## src/rtl/mips32_alu_arbiter_if.sv

```systemverilog
// Bundle of request, ALU-pin and response signals for mips32_alu_arbiter.
// Perf counter outputs exist only when ALU_ARB_PERF_EN is defined.
interface mips32_alu_arbiter_if #(
  parameter int unsigned WIDTH = 32,
  parameter int unsigned OP_W  = 4
`ifdef ALU_ARB_PERF_EN
  ,
  parameter int unsigned CNT_W = 16
`endif
);
  logic [1:0]       req_valid;
  logic [1:0]       req_ready;
  logic [WIDTH-1:0] req_A0;
  logic [WIDTH-1:0] req_A1;
  logic [WIDTH-1:0] req_B0;
  logic [WIDTH-1:0] req_B1;
  logic [OP_W-1:0]  req_op0;
  logic [OP_W-1:0]  req_op1;

  logic [WIDTH-1:0] alu_A_in;
  logic [WIDTH-1:0] alu_B_in;
  logic [OP_W-1:0]  alu_op;
  logic [WIDTH-1:0] alu_out;
  logic             alu_zero;
  logic             alu_less;
  logic             alu_of;

  logic             rsp_valid;
  logic             rsp_ready;
  logic             rsp_id;
  logic [WIDTH-1:0] rsp_data;
  logic             rsp_zero;
  logic             rsp_less;
  logic             rsp_of;
  logic             rsp_err;

`ifdef ALU_ARB_PERF_EN
  logic [CNT_W-1:0] perf_grant0;
  logic [CNT_W-1:0] perf_grant1;
  logic [CNT_W-1:0] perf_stall;
`endif

  // Master: requesters, ALU and response consumer.
  modport master (
    output req_valid, req_A0, req_A1, req_B0, req_B1, req_op0, req_op1,
    output alu_out, alu_zero, alu_less, alu_of, rsp_ready,
    input  req_ready, alu_A_in, alu_B_in, alu_op,
    input  rsp_valid, rsp_id, rsp_data, rsp_zero, rsp_less, rsp_of, rsp_err
`ifdef ALU_ARB_PERF_EN
    ,
    input  perf_grant0, perf_grant1, perf_stall
`endif
  );

  // Slave: the arbiter itself.
  modport slave (
    input  req_valid, req_A0, req_A1, req_B0, req_B1, req_op0, req_op1,
    input  alu_out, alu_zero, alu_less, alu_of, rsp_ready,
    output req_ready, alu_A_in, alu_B_in, alu_op,
    output rsp_valid, rsp_id, rsp_data, rsp_zero, rsp_less, rsp_of, rsp_err
`ifdef ALU_ARB_PERF_EN
    ,
    output perf_grant0, perf_grant1, perf_stall
`endif
  );
endinterface

```

## src/rtl/mips32_alu_arbiter.sv

```systemverilog
// Round-robin arbiter sharing one external mips32_alu between two requesters.
// Define ALU_ARB_PERF_EN to add saturating grant/stall performance counters.
module mips32_alu_arbiter #(
  parameter int unsigned WIDTH = 32,
  parameter int unsigned OP_W  = 4
`ifdef ALU_ARB_PERF_EN
  ,
  parameter int unsigned CNT_W = 16
`endif
) (
  input logic                 clk,
  input logic                 rst,
  mips32_alu_arbiter_if.slave bus
);

  typedef enum logic [1:0] {StIdle, StExec, StResp} state_e;

  state_e           state_q, state_d;
  logic             rr_q, rr_d;
  logic [WIDTH-1:0] alu_a_q, alu_a_d;
  logic [WIDTH-1:0] alu_b_q, alu_b_d;
  logic [OP_W-1:0]  alu_op_q, alu_op_d;
  logic             rsp_valid_q, rsp_valid_d;
  logic             rsp_id_q, rsp_id_d;
  logic [WIDTH-1:0] rsp_data_q, rsp_data_d;
  logic             rsp_zero_q, rsp_zero_d;
  logic             rsp_less_q, rsp_less_d;
  logic             rsp_of_q, rsp_of_d;
  logic             rsp_err_q, rsp_err_d;

  logic             gnt_any;
  logic             gnt_id;
  logic [WIDTH-1:0] sel_a;
  logic [WIDTH-1:0] sel_b;
  logic [OP_W-1:0]  sel_op;
  logic             sel_illegal;

  // Grant is only offered in IDLE and never while reset is asserted.
  always_comb begin
    gnt_any     = (state_q == StIdle) && (bus.req_valid != 2'b00) && !rst;
    gnt_id      = (bus.req_valid == 2'b11) ? rr_q : bus.req_valid[1];
    sel_a       = gnt_id ? bus.req_A1 : bus.req_A0;
    sel_b       = gnt_id ? bus.req_B1 : bus.req_B0;
    sel_op      = gnt_id ? bus.req_op1 : bus.req_op0;
    sel_illegal = (sel_op == OP_W'(12)) || (sel_op == OP_W'(13));
  end

  assign bus.req_ready = !gnt_any ? 2'b00 : (gnt_id ? 2'b10 : 2'b01);

  always_comb begin
    state_d     = state_q;
    rr_d        = rr_q;
    alu_a_d     = alu_a_q;
    alu_b_d     = alu_b_q;
    alu_op_d    = alu_op_q;
    rsp_valid_d = rsp_valid_q;
    rsp_id_d    = rsp_id_q;
    rsp_data_d  = rsp_data_q;
    rsp_zero_d  = rsp_zero_q;
    rsp_less_d  = rsp_less_q;
    rsp_of_d    = rsp_of_q;
    rsp_err_d   = rsp_err_q;
    unique case (state_q)
      StIdle: begin
        if (gnt_any) begin
          rr_d     = ~gnt_id;
          rsp_id_d = gnt_id;
          if (sel_illegal) begin
            // ALU registers are left untouched so the ALU does not toggle.
            rsp_err_d   = 1'b1;
            rsp_data_d  = '0;
            rsp_zero_d  = 1'b0;
            rsp_less_d  = 1'b0;
            rsp_of_d    = 1'b0;
            rsp_valid_d = 1'b1;
            state_d     = StResp;
          end else begin
            alu_a_d   = sel_a;
            alu_b_d   = sel_b;
            alu_op_d  = sel_op;
            rsp_err_d = 1'b0;
            state_d   = StExec;
          end
        end
      end
      StExec: begin
        rsp_data_d  = bus.alu_out;
        rsp_zero_d  = bus.alu_zero;
        rsp_less_d  = bus.alu_less;
        rsp_of_d    = bus.alu_of;
        rsp_valid_d = 1'b1;
        state_d     = StResp;
      end
      StResp: begin
        if (bus.rsp_ready) begin
          rsp_valid_d = 1'b0;
          state_d     = StIdle;
        end
      end
      default: state_d = StIdle;
    endcase
  end

  always_ff @(posedge clk or posedge rst) begin
    if (rst) begin
      state_q     <= StIdle;
      rr_q        <= 1'b0;
      alu_a_q     <= '0;
      alu_b_q     <= '0;
      alu_op_q    <= '0;
      rsp_valid_q <= 1'b0;
      rsp_id_q    <= 1'b0;
      rsp_data_q  <= '0;
      rsp_zero_q  <= 1'b0;
      rsp_less_q  <= 1'b0;
      rsp_of_q    <= 1'b0;
      rsp_err_q   <= 1'b0;
    end else begin
      state_q     <= state_d;
      rr_q        <= rr_d;
      alu_a_q     <= alu_a_d;
      alu_b_q     <= alu_b_d;
      alu_op_q    <= alu_op_d;
      rsp_valid_q <= rsp_valid_d;
      rsp_id_q    <= rsp_id_d;
      rsp_data_q  <= rsp_data_d;
      rsp_zero_q  <= rsp_zero_d;
      rsp_less_q  <= rsp_less_d;
      rsp_of_q    <= rsp_of_d;
      rsp_err_q   <= rsp_err_d;
    end
  end

  assign bus.alu_A_in  = alu_a_q;
  assign bus.alu_B_in  = alu_b_q;
  assign bus.alu_op    = alu_op_q;
  assign bus.rsp_valid = rsp_valid_q;
  assign bus.rsp_id    = rsp_id_q;
  assign bus.rsp_data  = rsp_data_q;
  assign bus.rsp_zero  = rsp_zero_q;
  assign bus.rsp_less  = rsp_less_q;
  assign bus.rsp_of    = rsp_of_q;
  assign bus.rsp_err   = rsp_err_q;

`ifdef ALU_ARB_PERF_EN
  logic [CNT_W-1:0] grant0_q, grant0_d;
  logic [CNT_W-1:0] grant1_q, grant1_d;
  logic [CNT_W-1:0] stall_q, stall_d;

  // All counters saturate at all-ones.
  always_comb begin
    grant0_d = grant0_q;
    grant1_d = grant1_q;
    stall_d  = stall_q;
    if (gnt_any && !gnt_id && (grant0_q != '1)) grant0_d = grant0_q + CNT_W'(1);
    if (gnt_any && gnt_id && (grant1_q != '1))  grant1_d = grant1_q + CNT_W'(1);
    if ((bus.req_valid != 2'b00) && (bus.req_ready == 2'b00) && (stall_q != '1)) begin
      stall_d = stall_q + CNT_W'(1);
    end
  end

  always_ff @(posedge clk or posedge rst) begin
    if (rst) begin
      grant0_q <= '0;
      grant1_q <= '0;
      stall_q  <= '0;
    end else begin
      grant0_q <= grant0_d;
      grant1_q <= grant1_d;
      stall_q  <= stall_d;
    end
  end

  assign bus.perf_grant0 = grant0_q;
  assign bus.perf_grant1 = grant1_q;
  assign bus.perf_stall  = stall_q;
`endif

endmodule

```

## src/flat_wrapper.sv

```systemverilog
// flat-port wrapper written by rule: the top's interface ports become plain ports
module mips32_alu_arbiter_flat 
#(
  parameter int unsigned WIDTH = 32,
  parameter int unsigned OP_W  = 4

)
  (clk, rst, bus_req_valid, bus_req_A0, bus_req_A1, bus_req_B0, bus_req_B1, bus_req_op0, bus_req_op1, bus_alu_out, bus_alu_zero, bus_alu_less, bus_alu_of, bus_rsp_ready, bus_req_ready, bus_alu_A_in, bus_alu_B_in, bus_alu_op, bus_rsp_valid, bus_rsp_id, bus_rsp_data, bus_rsp_zero, bus_rsp_less, bus_rsp_of, bus_rsp_err);
  mips32_alu_arbiter_if #(.WIDTH(WIDTH), .OP_W(OP_W)) bus_i ();
  input logic clk;
  input logic rst;
  input wire logic [$bits(bus_i.req_valid)-1:0] bus_req_valid;
  input wire logic [$bits(bus_i.req_A0)-1:0] bus_req_A0;
  input wire logic [$bits(bus_i.req_A1)-1:0] bus_req_A1;
  input wire logic [$bits(bus_i.req_B0)-1:0] bus_req_B0;
  input wire logic [$bits(bus_i.req_B1)-1:0] bus_req_B1;
  input wire logic [$bits(bus_i.req_op0)-1:0] bus_req_op0;
  input wire logic [$bits(bus_i.req_op1)-1:0] bus_req_op1;
  input wire logic [$bits(bus_i.alu_out)-1:0] bus_alu_out;
  input wire logic [$bits(bus_i.alu_zero)-1:0] bus_alu_zero;
  input wire logic [$bits(bus_i.alu_less)-1:0] bus_alu_less;
  input wire logic [$bits(bus_i.alu_of)-1:0] bus_alu_of;
  input wire logic [$bits(bus_i.rsp_ready)-1:0] bus_rsp_ready;
  output wire logic [$bits(bus_i.req_ready)-1:0] bus_req_ready;
  output wire logic [$bits(bus_i.alu_A_in)-1:0] bus_alu_A_in;
  output wire logic [$bits(bus_i.alu_B_in)-1:0] bus_alu_B_in;
  output wire logic [$bits(bus_i.alu_op)-1:0] bus_alu_op;
  output wire logic [$bits(bus_i.rsp_valid)-1:0] bus_rsp_valid;
  output wire logic [$bits(bus_i.rsp_id)-1:0] bus_rsp_id;
  output wire logic [$bits(bus_i.rsp_data)-1:0] bus_rsp_data;
  output wire logic [$bits(bus_i.rsp_zero)-1:0] bus_rsp_zero;
  output wire logic [$bits(bus_i.rsp_less)-1:0] bus_rsp_less;
  output wire logic [$bits(bus_i.rsp_of)-1:0] bus_rsp_of;
  output wire logic [$bits(bus_i.rsp_err)-1:0] bus_rsp_err;
  assign bus_i.req_valid = bus_req_valid;
  assign bus_i.req_A0 = bus_req_A0;
  assign bus_i.req_A1 = bus_req_A1;
  assign bus_i.req_B0 = bus_req_B0;
  assign bus_i.req_B1 = bus_req_B1;
  assign bus_i.req_op0 = bus_req_op0;
  assign bus_i.req_op1 = bus_req_op1;
  assign bus_i.alu_out = bus_alu_out;
  assign bus_i.alu_zero = bus_alu_zero;
  assign bus_i.alu_less = bus_alu_less;
  assign bus_i.alu_of = bus_alu_of;
  assign bus_i.rsp_ready = bus_rsp_ready;
  assign bus_req_ready = bus_i.req_ready;
  assign bus_alu_A_in = bus_i.alu_A_in;
  assign bus_alu_B_in = bus_i.alu_B_in;
  assign bus_alu_op = bus_i.alu_op;
  assign bus_rsp_valid = bus_i.rsp_valid;
  assign bus_rsp_id = bus_i.rsp_id;
  assign bus_rsp_data = bus_i.rsp_data;
  assign bus_rsp_zero = bus_i.rsp_zero;
  assign bus_rsp_less = bus_i.rsp_less;
  assign bus_rsp_of = bus_i.rsp_of;
  assign bus_rsp_err = bus_i.rsp_err;
  mips32_alu_arbiter #(.WIDTH(WIDTH), .OP_W(OP_W)) u_core (.clk(clk), .rst(rst), .bus(bus_i));
endmodule
```

## config.mk

```make
export PLATFORM = sky130hd
export DESIGN_NAME = mips32_alu_arbiter_flat
export DESIGN_NICKNAME = d
export VERILOG_FILES = /design/src/rtl/mips32_alu_arbiter_if.sv /design/src/rtl/mips32_alu_arbiter.sv /design/src/flat_wrapper.sv
export SDC_FILE = /design/constraint.sdc
export NUM_CORES = 1
export LEC_CHECK = 0
export BUFFER_PORTS_ARGS = -buffer_cell sky130_fd_sc_hd__buf_2
export CORE_MARGIN = 4
export CORE_UTILIZATION = 49
export DETAILED_ROUTE_END_ITERATION = 6
export PLACE_DENSITY = 0.87
export SETUP_SLACK_MARGIN = 0.05
export SYNTH_ARGS = -nofsm -noshare
export SYNTH_HDL_FRONTEND = slang
export SYNTH_SLANG_ARGS = --single-unit
```

## constraint.sdc

```tcl
create_clock -name clk -period 5.5 [get_ports clk]
set_input_delay 0.275 -clock clk [delete_from_list [all_inputs] [get_ports clk]]
set_output_delay 0.275 -clock clk [all_outputs]
set_load 0.02 [all_outputs]
```

==> impl_metrics.py <==
metrics = {
    "status": {
        "status": "finished with violations",
        "violations": "negative hold slack",
    },
    "final_layout": {
        "regArea_um2": 2730,
        "num_antenna_cells": 0,
        "final_cell_mix": "buf_2, mux2_2, dfrtp_1",
        "drive_gt1_frac": 0.642,
        "multi_input_area_um2": 2330,
        "syn_to_final_growth_pct": 31.6,
        "nets": 853,
        "nFillCells": 818,
        "final_design_area_no_fill_um2": 6890,
        "mostFrequentLayoutCell": "buf_2",
    },
    "clock_tree": {
        "cts_tree": "built",
        "path_clk_slew_ns": 0.11,
        "insertion_delay_ns": 0.35,
        "post_cts_buffers": 0,
        "root_buffer": "clkbuf_8",
        "clockBufferDepth": 2,
        "numCtsBuffers": 9,
        "clkSinkCount": 109,
        "cts_hold_buf": 0,
        "h-tree-depth": 3,
        "cts-resized-gates": 0,
    },
    "synth": {
        "synth_top_area_cell": "dfrtp_1",
        "synth_top_cell_area_share": 0.521,
        "syn_inst": 409,
        "ys_types": 28,
        "synthesis.nets": 585,
        "syn_area_um2": 5240,
        "synth_seq_cells": 109,
        "yosys-top-cells-area": "dfrtp_1, mux2_2, a22oi_1",
        "yosysSeqAreaShare": 0.521,
        "synth_area_per_cell_um2": 12.8,
        "yosys_warnings": 0,
    },
    "worst_setup_path": {
        "path_cells": "or4_1, nor3_4, buf_12, mux2_2",
        "ff2ff_path_depth": 4,
        "worstSetupEndpointType": "register",
        "crit_path_top_delay_cell": "nor3_4",
        "critPathKind": "reg2reg",
        "startpoint_type": "register",
        "cp_max_fo": 46,
        "r2r_slack_ns": 2.12,
        "cp.arrival_ns": 3.62,
        "crit_buf_inv": 1,
        "cpPeakStageDelay_ns": 0.97,
        "worstPathRequired_ns": 5.73,
        "r2r_start": "u_core.state_q[0]$_DFFE_PP0P_",
        "r2r-end": "u_core.bus.alu_A_in[1]$_DFFE_PP0P_",
        "crit_family": "simple AND/OR/NAND/NOR gates",
    },
    "grt": {
        "grt_overflow": 0,
        "grt_max_degree": 64,
        "use_met1": 0.264,
        "grt_pass1_vias": 4708,
        "grt_pass1_wl_um": 23600,
        "grt.met3_usage": 0.0609,
        "antenna_found_initial": 0,
        "busiest_layer": "met2",
        "grt_usage": 0.232,
        "grt_use_met2": 0.431,
    },
    "floorplan": {
        "fp.dieW_um": 111,
        "io_pins": 284,
        "rows": 37,
        "core_um2": 10400,
        "die_h_um": 111,
        "start_util": 0.505,
        "dieArea_um2": 12400,
    },
    "route": {
        "vias_per_cell": 5.26,
        "vias": 4301,
        "wl_um": 14500,
        "drt_first_pass_iters": 5,
        "drc": 0,
        "postRouteAntennaNets": 0,
        "drt-wirelength-per-cell_um": 17.8,
        "drt-initial-drc-count": 233,
    },
    "timing": {
        "clock.fmax_mhz": 295,
        "setup_tns_ns": 0,
        "setup_viol": 0,
        "fin_hold_ws_ns": -0.0105,
        "finalClockSkew_ns": 0.0193,
        "finalCritPeriodShare": 0.615,
        "rsz0062_at_grt": "false",
        "fin_crit_ns": 3.38,
        "maxSlewHeadroom": 0.236,
        "hold_violations": 16,
        "slew_violations": 0,
        "worst_pin_slew_ns": 1.14,
    },
    "pwr": {
        "p_per_area_nw_per_um2": 542,
        "leakage_nw": 3.33,
        "peakVddDrop_uv": 319,
    },
    "flow_run": {
        "maxCapViolations": 0,
    },
    "placed_design": {
        "dpl-instance-area_um2": 6710,
        "place_congestion": 0.897,
        "port_buffers": 283,
        "hpwl_um": 11200,
    },
    "worst_hold_path": {
        "hp-class": "in2async",
    },
}
-- sequential cells by signal, summed over array words and instances (netlist names) --
signal	flops
u_core.bus.alu_A_in	32
u_core.bus.alu_B_in	32
u_core.bus.rsp_data	32
u_core.bus.alu_op	4
u_core.state_q	2
u_core.bus.rsp_err	1
u_core.bus.rsp_id	1
u_core.bus.rsp_less	1
u_core.bus.rsp_of	1
u_core.bus.rsp_valid	1
u_core.bus.rsp_zero	1
u_core.rr_q	1
-- cells in the mapped netlist --
cell,number
nand2_1,2
mux2i_1,3
buf_1,1
a211o_1,1
or4_1,1
a21o_1,1
buf_6,7
and3b_1,1
nor2b_1,1
a22oi_1,35
dfrtp_1,109
a2bb2oi_1,2
o31a_1,1
o21a_1,1
inv_1,3
a21oi_1,1
and3_1,1
buf_2,3
nor3_4,1
clkbuf_1,20
o21ai_0,36
o22ai_1,1
mux2_2,130
nor4_1,1
nand2b_1,36
nand3b_1,1
and2_1,1
nor2_1,8
-- worst max-delay path by stage --
stage | cells past startpoint | start | endpoint
floorplan | 1 | rst | u_core.bus.alu_A_in[0]$_DFFE_PP0P_
global placement | 4 | u_core.state_q[0]$_DFFE_PP0P_ | u_core.bus.alu_A_in[13]$_DFFE_PP0P_
detailed placement | 4 | u_core.state_q[0]$_DFFE_PP0P_ | u_core.bus.alu_A_in[22]$_DFFE_PP0P_
CTS | 4 | u_core.state_q[0]$_DFFE_PP0P_ | u_core.bus.alu_B_in[22]$_DFFE_PP0P_
global route | 4 | u_core.state_q[0]$_DFFE_PP0P_ | u_core.bus.alu_B_in[22]$_DFFE_PP0P_
finish | 4 | u_core.state_q[0]$_DFFE_PP0P_ | u_core.bus.alu_A_in[1]$_DFFE_PP0P_
-- power breakdown --
group | total (W) | switching, W | internal, W | leakage [nW]
logic | 0.00180 | 0.00104 | 0.000758 | 1.96
registers | 0.00148 | 0.000273 | 0.00121 | 1.27
clock network | 0.000455 | 0.000274 | 0.000181 | 0.0970
total | 0.00373 | 0.00159 | 0.00215 | 3.33
-- per-stage QoR --
| step | util | hold WS [ns] | setup WS [ns] | total power, W | instances |
|---|---|---|---|---|---|
| 2_1_floorplan | - | 0.414 | 2.35 | 0.00263 | 409 |
| 3_3_place_gp | 0.647 | 0.382 | 2.19 | 0.00322 | 802 |
| 3_5_place_dp | 0.647 | 0.401 | 2.12 | 0.00331 | 802 |
| 4_1_cts | 0.665 | 0.00561 | 2.09 | 0.00377 | 818 |
| 5_1_grt | 0.665 | 0.0267 | 1.92 | 0.00398 | 818 |
| 6_report | 0.665 | -0.0105 | 2.12 | 0.00373 | 818 |
-- layer usage --
layer	vias up	share of wire
li1	2004	-
met1	2079	0.37
met2	194	0.54
met3	24	0.079
met4	0	0.018
met5	-	0
-- worst reg2reg max path: stages (launching register included) --
cell	delay, ns
dfrtp_1	0.76
or4_1	0.80
nor3_4	0.97
buf_12	0.35
mux2_2	0.40
-- cell type report --
type,instances,share of cell area
clock buffers,10,0.0200
clock inverters,6,0.00654
inverters,3,0.00200
multi-input cells,266,0.338
flip-flops and latches,109,0.396
well taps,136,0.0247
repair buffers,288,0.213
-- kinds of logic after synthesis --
logic type	Yosys count	share of synthesized area
mux	133	0.285
flops	109	0.521
buf+inv	34	0.0351
simple gates	54	0.0626
compound gates	79	0.0963
Power figures use the tool's default switching activity.
